--- config.mk ---
export PLATFORM = sky130hd
export DESIGN_NAME = tpu_host_loader
export DESIGN_NICKNAME = d
export VERILOG_FILES = /design/src/rtl/tpu_host_loader.sv
export SDC_FILE = /design/constraint.sdc
export NUM_CORES = 1
export LEC_CHECK = 0
export ABC_AREA = 1
export ABC_CLOCK_PERIOD_IN_PS = 2870
export CAP_MARGIN = 10
export CORE_UTILIZATION = 30
export DETAILED_ROUTE_END_ITERATION = 8
export SKIP_CTS_REPAIR_TIMING = 1
export SLEW_MARGIN = 20
export SYNTH_ARGS = -nofsm -noshare
export SYNTH_HDL_FRONTEND = slang
export SYNTH_SLANG_ARGS = --single-unit
--- constraint.sdc ---
create_clock -name clk -period 2.87 [get_ports clk]
set_clock_uncertainty 0.2 [all_clocks]
set_input_delay 0.4305 -clock clk [delete_from_list [all_inputs] [get_ports clk]]
set_output_delay 0.4305 -clock clk [all_outputs]
set_load 0.02 [all_outputs]
--- src/rtl/tpu_host_loader.sv ---
// tpu_host_loader: byte-stream command front end for tpu_top.
// Parses host commands on an 8-bit valid/ready rx stream, writes weights and
// activations into tpu_top, starts a run and returns the four result words
// (LSB first) on an 8-bit valid/ready tx stream.
// Ports:
//   clk, rst_n                      clock, async active-low reset
//   rx_data/rx_valid/rx_ready       host -> loader byte stream
//   tx_data/tx_valid/tx_ready       loader -> host byte stream
//   load_weight/load_activation     single-cycle write strobes to tpu_top
//   load_addr/load_data             write address/data to tpu_top
//   start                           one-cycle run pulse to tpu_top
//   matrix_size                     active matrix dimension, held between runs
//   busy, done, result_0..3         status and results from tpu_top
//   err                             sticky errors: [0] opcode, [1] timeout, [2] size
module tpu_host_loader #(
  parameter int unsigned SIZE         = 4,
  parameter int unsigned DATA_WIDTH   = 8,
  parameter int unsigned ACC_WIDTH    = 32,
  parameter int unsigned DONE_TIMEOUT = 4096
) (
  input  logic                  clk,
  input  logic                  rst_n,
  input  logic [7:0]            rx_data,
  input  logic                  rx_valid,
  output logic                  rx_ready,
  output logic [7:0]            tx_data,
  output logic                  tx_valid,
  input  logic                  tx_ready,
  output logic                  load_weight,
  output logic                  load_activation,
  output logic [7:0]            load_addr,
  output logic [DATA_WIDTH-1:0] load_data,
  output logic                  start,
  output logic [7:0]            matrix_size,
  input  logic                  busy,
  input  logic                  done,
  input  logic [ACC_WIDTH-1:0]  result_0,
  input  logic [ACC_WIDTH-1:0]  result_1,
  input  logic [ACC_WIDTH-1:0]  result_2,
  input  logic [ACC_WIDTH-1:0]  result_3,
  output logic [2:0]            err
);

  localparam int unsigned NBYTES = 4 * ACC_WIDTH / 8;
  localparam int unsigned BCNT_W = $clog2(NBYTES + 1);
  localparam int unsigned TO_W   = $clog2(DONE_TIMEOUT + 1);
  localparam int unsigned SH_W   = 4 * ACC_WIDTH;

  localparam logic [7:0] OP_W     = 8'h57;
  localparam logic [7:0] OP_A     = 8'h41;
  localparam logic [7:0] OP_S     = 8'h53;
  localparam logic [7:0] OP_C     = 8'h43;
  localparam logic [7:0] ERR_BYTE = 8'hEE;

  typedef enum logic [2:0] {
    S_IDLE, S_GET_LEN, S_LOAD, S_GET_SIZE, S_START, S_WAIT_DONE, S_SEND
  } state_e;

  state_e                state_q, state_d;
  logic                  tgt_w_q, tgt_w_d;
  logic [7:0]            len_q, len_d;
  logic [7:0]            idx_q, idx_d;
  logic                  rx_ready_q, rx_ready_d;
  logic                  load_weight_q, load_weight_d;
  logic                  load_activation_q, load_activation_d;
  logic [7:0]            load_addr_q, load_addr_d;
  logic [DATA_WIDTH-1:0] load_data_q, load_data_d;
  logic                  start_q, start_d;
  logic [7:0]            matrix_size_q, matrix_size_d;
  logic [2:0]            err_q, err_d;
  logic [TO_W-1:0]       to_cnt_q, to_cnt_d;
  logic [SH_W-1:0]       sh_q, sh_d;
  logic [7:0]            tx_data_q, tx_data_d;
  logic                  tx_valid_q, tx_valid_d;
  logic [BCNT_W-1:0]     tx_cnt_q, tx_cnt_d;

  logic rx_fire;
  logic tx_fire;
  logic unused_busy;

  assign rx_fire     = rx_valid && rx_ready_q;
  assign tx_fire     = tx_valid_q && tx_ready;
  assign unused_busy = busy;

  // State and output registers
  always_ff @(posedge clk or negedge rst_n) begin
    if (!rst_n) begin
      state_q           <= S_IDLE;
      tgt_w_q           <= 1'b0;
      len_q             <= '0;
      idx_q             <= '0;
      rx_ready_q        <= 1'b0;
      load_weight_q     <= 1'b0;
      load_activation_q <= 1'b0;
      load_addr_q       <= '0;
      load_data_q       <= '0;
      start_q           <= 1'b0;
      matrix_size_q     <= '0;
      err_q             <= '0;
      to_cnt_q          <= '0;
      sh_q              <= '0;
      tx_data_q         <= '0;
      tx_valid_q        <= 1'b0;
      tx_cnt_q          <= '0;
    end else begin
      state_q           <= state_d;
      tgt_w_q           <= tgt_w_d;
      len_q             <= len_d;
      idx_q             <= idx_d;
      rx_ready_q        <= rx_ready_d;
      load_weight_q     <= load_weight_d;
      load_activation_q <= load_activation_d;
      load_addr_q       <= load_addr_d;
      load_data_q       <= load_data_d;
      start_q           <= start_d;
      matrix_size_q     <= matrix_size_d;
      err_q             <= err_d;
      to_cnt_q          <= to_cnt_d;
      sh_q              <= sh_d;
      tx_data_q         <= tx_data_d;
      tx_valid_q        <= tx_valid_d;
      tx_cnt_q          <= tx_cnt_d;
    end
  end

  // Command parser, load sequencer, run control and tx serializer
  always_comb begin
    state_d           = state_q;
    tgt_w_d           = tgt_w_q;
    len_d             = len_q;
    idx_d             = idx_q;
    load_weight_d     = 1'b0;
    load_activation_d = 1'b0;
    load_addr_d       = load_addr_q;
    load_data_d       = load_data_q;
    start_d           = 1'b0;
    matrix_size_d     = matrix_size_q;
    err_d             = err_q;
    to_cnt_d          = to_cnt_q;
    sh_d              = sh_q;
    tx_data_d         = tx_data_q;
    tx_valid_d        = tx_valid_q;
    tx_cnt_d          = tx_cnt_q;

    unique case (state_q)
      S_IDLE: begin
        if (rx_fire) begin
          unique case (rx_data)
            OP_W: begin
              tgt_w_d = 1'b1;
              state_d = S_GET_LEN;
            end
            OP_A: begin
              tgt_w_d = 1'b0;
              state_d = S_GET_LEN;
            end
            OP_S:    state_d  = S_GET_SIZE;
            OP_C:    err_d    = '0;
            default: err_d[0] = 1'b1;
          endcase
        end
      end

      S_GET_LEN: begin
        if (rx_fire) begin
          if (rx_data == 8'd0) begin
            state_d = S_IDLE;
          end else begin
            len_d   = rx_data;
            idx_d   = '0;
            state_d = S_LOAD;
          end
        end
      end

      S_LOAD: begin
        if (rx_fire) begin
          load_weight_d     = tgt_w_q;
          load_activation_d = !tgt_w_q;
          load_addr_d       = idx_q;
          load_data_d       = DATA_WIDTH'(rx_data);
          idx_d             = idx_q + 8'd1;
          if (idx_q == len_q - 8'd1) begin
            state_d = S_IDLE;
          end
        end
      end

      S_GET_SIZE: begin
        if (rx_fire) begin
          if (rx_data == 8'd0 || rx_data > 8'(SIZE)) begin
            err_d[2]   = 1'b1;
            tx_data_d  = ERR_BYTE;
            tx_valid_d = 1'b1;
            tx_cnt_d   = BCNT_W'(1);
            state_d    = S_SEND;
          end else begin
            matrix_size_d = rx_data;
            start_d       = 1'b1;
            to_cnt_d      = '0;
            state_d       = S_START;
          end
        end
      end

      S_START: begin
        to_cnt_d = '0;
        state_d  = S_WAIT_DONE;
      end

      // done wins over a timeout landing on the same cycle
      S_WAIT_DONE: begin
        if (done) begin
          sh_d       = SH_W'({result_3, result_2, result_1, result_0} >> 8);
          tx_data_d  = result_0[7:0];
          tx_valid_d = 1'b1;
          tx_cnt_d   = BCNT_W'(NBYTES);
          state_d    = S_SEND;
        end else if (to_cnt_q == TO_W'(DONE_TIMEOUT - 1)) begin
          err_d[1]   = 1'b1;
          tx_data_d  = ERR_BYTE;
          tx_valid_d = 1'b1;
          tx_cnt_d   = BCNT_W'(1);
          state_d    = S_SEND;
        end else begin
          to_cnt_d = to_cnt_q + TO_W'(1);
        end
      end

      // tx_data only advances on a handshake, so it is stable under stall
      S_SEND: begin
        if (tx_fire) begin
          if (tx_cnt_q == BCNT_W'(1)) begin
            tx_valid_d = 1'b0;
            state_d    = S_IDLE;
          end else begin
            tx_data_d = sh_q[7:0];
            sh_d      = sh_q >> 8;
            tx_cnt_d  = tx_cnt_q - BCNT_W'(1);
          end
        end
      end

      default: state_d = S_IDLE;
    endcase
  end

  // rx_ready registered from the state being entered
  always_comb begin
    rx_ready_d = (state_d == S_IDLE) || (state_d == S_GET_LEN) ||
                 (state_d == S_LOAD) || (state_d == S_GET_SIZE);
  end

  assign rx_ready        = rx_ready_q;
  assign tx_data         = tx_data_q;
  assign tx_valid        = tx_valid_q;
  assign load_weight     = load_weight_q;
  assign load_activation = load_activation_q;
  assign load_addr       = load_addr_q;
  assign load_data       = load_data_q;
  assign start           = start_q;
  assign matrix_size     = matrix_size_q;
  assign err             = err_q;

endmodule

==> summary.md, run 1 <==
| Metric | Value |
|---|---|
| Status | `finished clean` |
| Mapped Cells | `1312` |
| Number of top-level pins | `approximately 180` |
| Die area | `35500 sq um` |
| RSZ-0062 raised after global routing | `false` |
| Syn Std Cell Area | `10400 sq um` |
| Final antenna-violating net count | `0` |
| Worst-Margin Slew | `0.967 ns` |
| Switch Pwr | `a little under 5000 uW` |
| Final slew viol count | `0` |
| Power, Total | `approximately 12000 uW` |
| Core area | `~34000 sq um` |
| DRC violations left | `0` |
| Area of the multi-input gates | `approximately 4400 sq um` |
| DR WL/cell | `~13 microns` |
| Starting Density | `0.308` |
| Chip Height | `between 150 and 200 microns` |
| Asr flop ratio synth | `1.00` |
| FMAX | `approximately 390 MHz` |
| PwrDens | `about 940 nW/um^2` |
| Sequential standard cell area | `between 4000 and 5000 sq um` |
| Clock network power share | `0.193` |
| Initial antenna violation count | `3` |
| Sequential share of the synthesized area | `0.475` |
| Post-route minimum period | `roughly 2.6 ns` |
| Post-Route WL | `24.8 mm` |
| Synth unique cells | `33` |
| Total grt overflow | `0` |
| I/O Buffers | `180` |
| Filler instances | `about 3500` |
| Clock transition at path regs | `roughly 0.07 ns` |
| CTS Buf Count | `17` |
| Vias/cell | `about 4.4` |
| Internal | `~7400 uW` |
| Final setup fails | `0` |
| CTS tree | `done` |
| Flop2flop setup slack | `around 0.29 ns` |
| Worst Path Arrival | `approximately 2.8 ns` |
| Worst EP required | `3.05 ns` |
| CTS max path bufs | `2` |
| Final GP Congestion | `about 0.81` |
| CP Capture Type | `flip-flop` |
| Cell leakage power | `slightly above 0.006 uW` |
| Synth-to-layout area growth | `26.7%` |
| Sw frac | `0.399` |
| Sequential Power Share | `0.358` |
| Total GRT Usage | `0.148` |
| Final hold vios | `0` |
| Placed insts | `1896` |
| Critical path type | `reg2reg` |
| Combinational Power Share | `0.449` |
| Clock Latency Late Sink | `0.44 ns` |
| Setup TNS | `0 ns` |
| Share of cells above drive strength 1 | `0.133` |
| Period Utilization, post-route | `0.900` |
| Worst vdd ir | `just over 0.4 mV` |
| Syn Area/Cell | `around 8.0 sq um` |
| Via Count | `8551` |
| Slew HR | `0.355` |
| First-pass GRT wire length | `between 40 and 50 mm` |
| Number of placement rows | `67` |
| Startpoint Class | `flip-flop` |
| Post-detail-place hpwl | `17.7 mm` |
| Root buf cell | `clkbuf_16` |
| CTS H-tree depth | `4` |
| Die Width | `between 150 and 200 microns` |
| Largest net degree at the start of global routing | `~240` |
| # clock sinks | `198` |
| DR iter-0 viols | `554` |
| Worst hold path class | `reg2reg` |
| Max-cap viol count | `0` |
| Post-synth EDFFs | `0` |
| Non-filler cells, final | `approximately 1900` |
| Drt pass-1 iters | `5` |
| Post-synth top flop | `dfrtp_1` |
| Post-synthesis register bit count | `198` |
| Syn_nets | `about 1500` |
| Worst-path maximum fanout | `14` |
| Most frequent cells in the layout | `nand2_1, dfrtp_1, clkdlybuf4s50_1` |
| Vias in the first global route | `roughly 8400` |
| Ys Warns | `0` |
| Commonest non-fill, non-tap cell in the layout | `nand2_1` |
| # nets final | `1615` |
## final timing paths
| kind | from | endpoint | depth (start not counted) |
|---|---|---|---|
| hold / removal | to_cnt_q[12] | to_cnt_q[12] | 2 |
| setup reg to reg | to_cnt_q[0] | tx_data[2] | 9 |
| hold reg to reg | to_cnt_q[12] | to_cnt_q[12] | 2 |
| setup / recovery | to_cnt_q[0] | tx_data[2] | 9 |
| max in group asynchronous | rst_n | tx_data[7] | 3 |
| min in group asynchronous | rst_n | load_addr[0] | 2 |
## cells in the mapped netlist (3+ instances only)
library cell	instances	area (sq um)
nand2_1	399	1500
dfrtp_1	198	4950
inv_1	175	657
o21ai_0	170	851
o21ai_2	101	885
nor2_1	62	233
nand3_1	35	175
nand2_2	31	194
clkbuf_1	27	101
buf_6	20	225
o21ai_1	13	65.1
buf_2	10	50.1
xor2_1	9	78.8
nand4_1	8	50.1
xnor2_1	8	70.1
o211ai_1	7	52.6
a21oi_1	5	25.0
ha_1	5	62.6
inv_2	5	18.8
buf_1	4	15.0
nor3_1	4	20.0
nand2_4	3	33.8
## through the flow
stage	utilization	setup WS, ns	area, sq um	hold WS [ns]
after floorplan	-	0.897	10400	-0.0651
after global placement	0.373	0.315	12600	0.254
after global routing	0.391	0.0599	13200	0.287
after detailed placement	0.373	0.289	12600	0.253
after CTS	0.390	0.264	13200	-0.201
final	0.391	0.288	13200	0.269
## registers in the layout, indices dropped and copies added (netlist names)
name	flops
load_activation	1
tx_data	8
tx_valid	1
load_data	8
state_q	3
err	3
len_q	8
load_weight	1
rx_ready	1
start	1
load_addr	8
matrix_size	8
tgt_w_q	1
tx_cnt_q	5
to_cnt_q	13
idx_q	8
sh_q	120
## final cells by class
type | instances | share of cell area
Multi-Input combinational cell | 870 | 0.332
Inverter | 180 | 0.0511
Antenna cell | 1 | 0.000189
Sequential cell | 198 | 0.375
Clock inverter | 9 | 0.00709
Timing Repair Buffer | 201 | 0.156
Tap cell | 448 | 0.0424
Clock buffer | 23 | 0.0369
## layer usage
| layer | global-route usage | up-vias | part of all wire |
|---|---|---|---|
| li1 | - | 4437 | - |
| met1 | 0.203 | 3938 | 0.49 |
| met2 | 0.233 | 156 | 0.46 |
| met3 | 0.0348 | 16 | 0.040 |
| met4 | 0.0335 | 4 | 0.0086 |
| met5 | 0 | - | 0.0011 |
## kinds of logic after synthesis
group / Yosys count / share of synthesized area
xor+xnor: 17 / 0.0143
simple gates: 548 / 0.216
fa+ha+maj: 5 / 0.00599
buf+inv: 244 / 0.105
compound gates: 300 / 0.184
flops: 198 / 0.475
## worst max-delay path: stages, from the launching register on
cell and delay, ns:
dfrtp_1 0.46, ha_1 0.26, nand3_1 0.14, nor2_1 0.26, nand4_1 0.21, nand2_1 0.20
nand3_1 0.11, nor2_2 0.47, nand2_1 0.12, nand2_1 0.09
## power groups by stage
stage | registers (uW) | logic [uW] | clock network, uW
2_1_floorplan | 4650 | 4010 | 0
3_3_place_gp | 4470 | 5530 | 0
3_5_place_dp | 4490 | 5630 | 0
4_1_cts | 4440 | 5660 | 2480
5_1_grt | 4570 | 6350 | 2610
6_report | 4440 | 5570 | 2400
No activity file was read; power rests on OpenSTA's default activity.
==> run 2: changes to the inputs <==
ABC_CLOCK_PERIOD_IN_PS = unset   (was 2870)
SLEW_MARGIN = 15   (was 20)
==> results of run 2 <==
No change in the layout: final DEF, timing and power equal those of run 1.
==> run 3: changes to the inputs <==
CTS_CLUSTER_SIZE = 14   (was unset)
GPL_TIMING_DRIVEN = 0   (was unset)
==> summary.md, run 3 (synthesis results as in run 1) <==
| Metric | Value |
|---|---|
| Status | `finished clean` |
| Worst vdd ir | `around 0.44 mV` |
| Worst Hold End | `load_activation` |
| Number of top-level pins | `around 180` |
| DR WL/cell | `around 14 microns` |
| Vias/cell | `4.53` |
| Worst EP required | `~3.0 ns` |
| DP Worst Slack | `between 0.15 and 0.2 ns` |
| Chip Height | `189 microns` |
| RSZ-0062 raised after global routing | `false` |
| Number of placement rows | `67` |
| Period Utilization, post-route | `0.876` |
| Critical path type | `reg2reg` |
| # nets final | `around 1700` |
| First-pass GRT wire length | `around 46 mm` |
| Largest register by flop count | `sh_q` |
| Top flop regs | `sh_q (120), to_cnt_q (13)` |
| Post-Route WL | `approximately 28 mm` |
| CTS Buf Count | `17` |
| Filler instances | `3482` |
| Initial antenna violation count | `3` |
| Synth-to-layout area growth | `29.2%` |
| Worst Path Arrival | `2.65 ns` |
| Worst hold path class | `reg2reg` |
| Commonest non-fill, non-tap cell in the layout | `nand2_1` |
| Worst R2R Start | `to_cnt_q[0]` |
| Min-Delay Path Depth | `1` |
| Clock transition at path regs | `around 0.08 ns` |
| Reg2reg end | `to_cnt_q[8]` |
| DRC violations left | `0` |
| CTS max path bufs | `2` |
| Worst-path maximum fanout | `8` |
| Die Width | `around 190 microns` |
| Vias in the first global route | `between 9000 and 10000` |
| Final setup fails | `0` |
| Drt pass-1 iters | `5` |
| DR iter-0 viols | `~570` |
| Max-cap viol count | `0` |
| Most frequent cells in the layout | `nand2_1, dfrtp_1, clkdlybuf4s50_1` |
| Largest net degree at the start of global routing | `84` |
| Core area | `approximately 34000 sq um` |
| PwrDens | `roughly 950 nW/um^2` |
| Worst-Margin Slew | `approximately 0.7 ns` |
| Startpoint Class | `flip-flop` |
| Flop2flop setup slack | `about 0.36 ns` |
| Starting Density | `0.308` |
| Final antenna-violating net count | `0` |
| Post-detail-place hpwl | `between 20 and 25 mm` |
| # clock sinks | `198` |
| Final core utilization | `0.398` |
| Cell leakage power | `between 0.006 and 0.007 uW` |
| Max reg flops | `120` |
| Slew HR | `0.544` |
| Final slew viol count | `0` |
| Total GRT Usage | `0.160` |
| Setup TNS | `0 ns` |
| I/O Buffers | `180` |
| Total grt overflow | `0` |
| HP Start | `tgt_w_q` |
| Via Count | `just under 9000` |
| Share of cells above drive strength 1 | `0.139` |
| FMAX | `a little under 400 MHz` |
| Reg2reg path depth | `10` |
| Final hold vios | `0` |
| Final GP Congestion | `0.836` |
| Root buf cell | `clkbuf_16` |
| CTS H-tree depth | `4` |
| Post-route minimum period | `2.51 ns` |
| Die area | `between 30000 and 40000 sq um` |
| Smallest setup slack after layout | `between 0.3 and 0.4 ns` |
| CP Capture Type | `flip-flop` |
| CTS tree | `done` |
| Clock Latency Late Sink | `roughly 0.45 ns` |
run 3: cell type report:
| class | count | area, sq um | area share |
|---|---|---|---|
| diodes | 1 | 2.50 | 0.000186 |
| plain buffers | 64 | 422 | 0.0313 |
| clock buffers | 17 | 425 | 0.0316 |
| clock inverters | 15 | 183 | 0.0135 |
| inverters | 180 | 676 | 0.0501 |
| multi-input cells | 870 | 4390 | 0.325 |
| flip-flops and latches | 198 | 4950 | 0.368 |
| well taps | 448 | 561 | 0.0416 |
| repair buffers | 183 | 1870 | 0.139 |
run 3: report_power, final:
| part | switching, uW | internal, uW |
|---|---|---|
| clock network | 1300 | 1190 |
| logic | 3580 | 2340 |
| registers | 508 | 3950 |
| total | 5390 | 7480 |
run 3: worst max path at each step:
stage | from | to | slack [ns] | cells past startpoint
floorplan | to_cnt_q[0] | to_cnt_q[11] | 0.90 | 9
global placement | rst_n | sh_q[47] | -7.46 | 1
detailed placement | rx_valid | idx_q[6] | 0.18 | 9
CTS | to_cnt_q[0] | to_cnt_q[7] | 0.33 | 10
global route | to_cnt_q[0] | to_cnt_q[7] | 0.09 | 10
finish | to_cnt_q[0] | to_cnt_q[8] | 0.36 | 10
run 3: critical path, stage by stage (launching register included):
cell     delay [ns]
dfrtp_1        0.47
ha_1           0.25
nand3_1        0.13
nor2_1         0.25
nand2_1        0.13
nor2_1         0.17
nand3_1        0.20
nand3_1        0.26
inv_1          0.20
nand2_1        0.10
nand2_1        0.05
run 3: through the flow:
| stage | hold WS (ns) | cells | power (uW) | area (sq um) |
|---|---|---|---|---|
| finish | 0.268 | 1976 | 12900 | 13500 |
| global route | 0.298 | 1975 | 13900 | 13500 |
| CTS | -0.303 | 1974 | 13000 | 13500 |
| detailed placement | 0.175 | 1942 | 10500 | 12900 |
| global placement | 0.251 | 1940 | 10400 | 12800 |
| floorplan | -0.0651 | 1312 | 8660 | 10400 |
run 3: per-layer routing:
| metal | vias to the layer above | track usage | share of wire | routed length (microns) |
|---|---|---|---|---|
| met5 | - | 0 | 0.00098 | 27 |
| met4 | 4 | 0.0288 | 0.0074 | 206 |
| met3 | 17 | 0.0296 | 0.053 | 1450 |
| met2 | 216 | 0.268 | 0.47 | 13100 |
| met1 | 4189 | 0.216 | 0.47 | 12900 |
| li1 | 4525 | - | - | - |
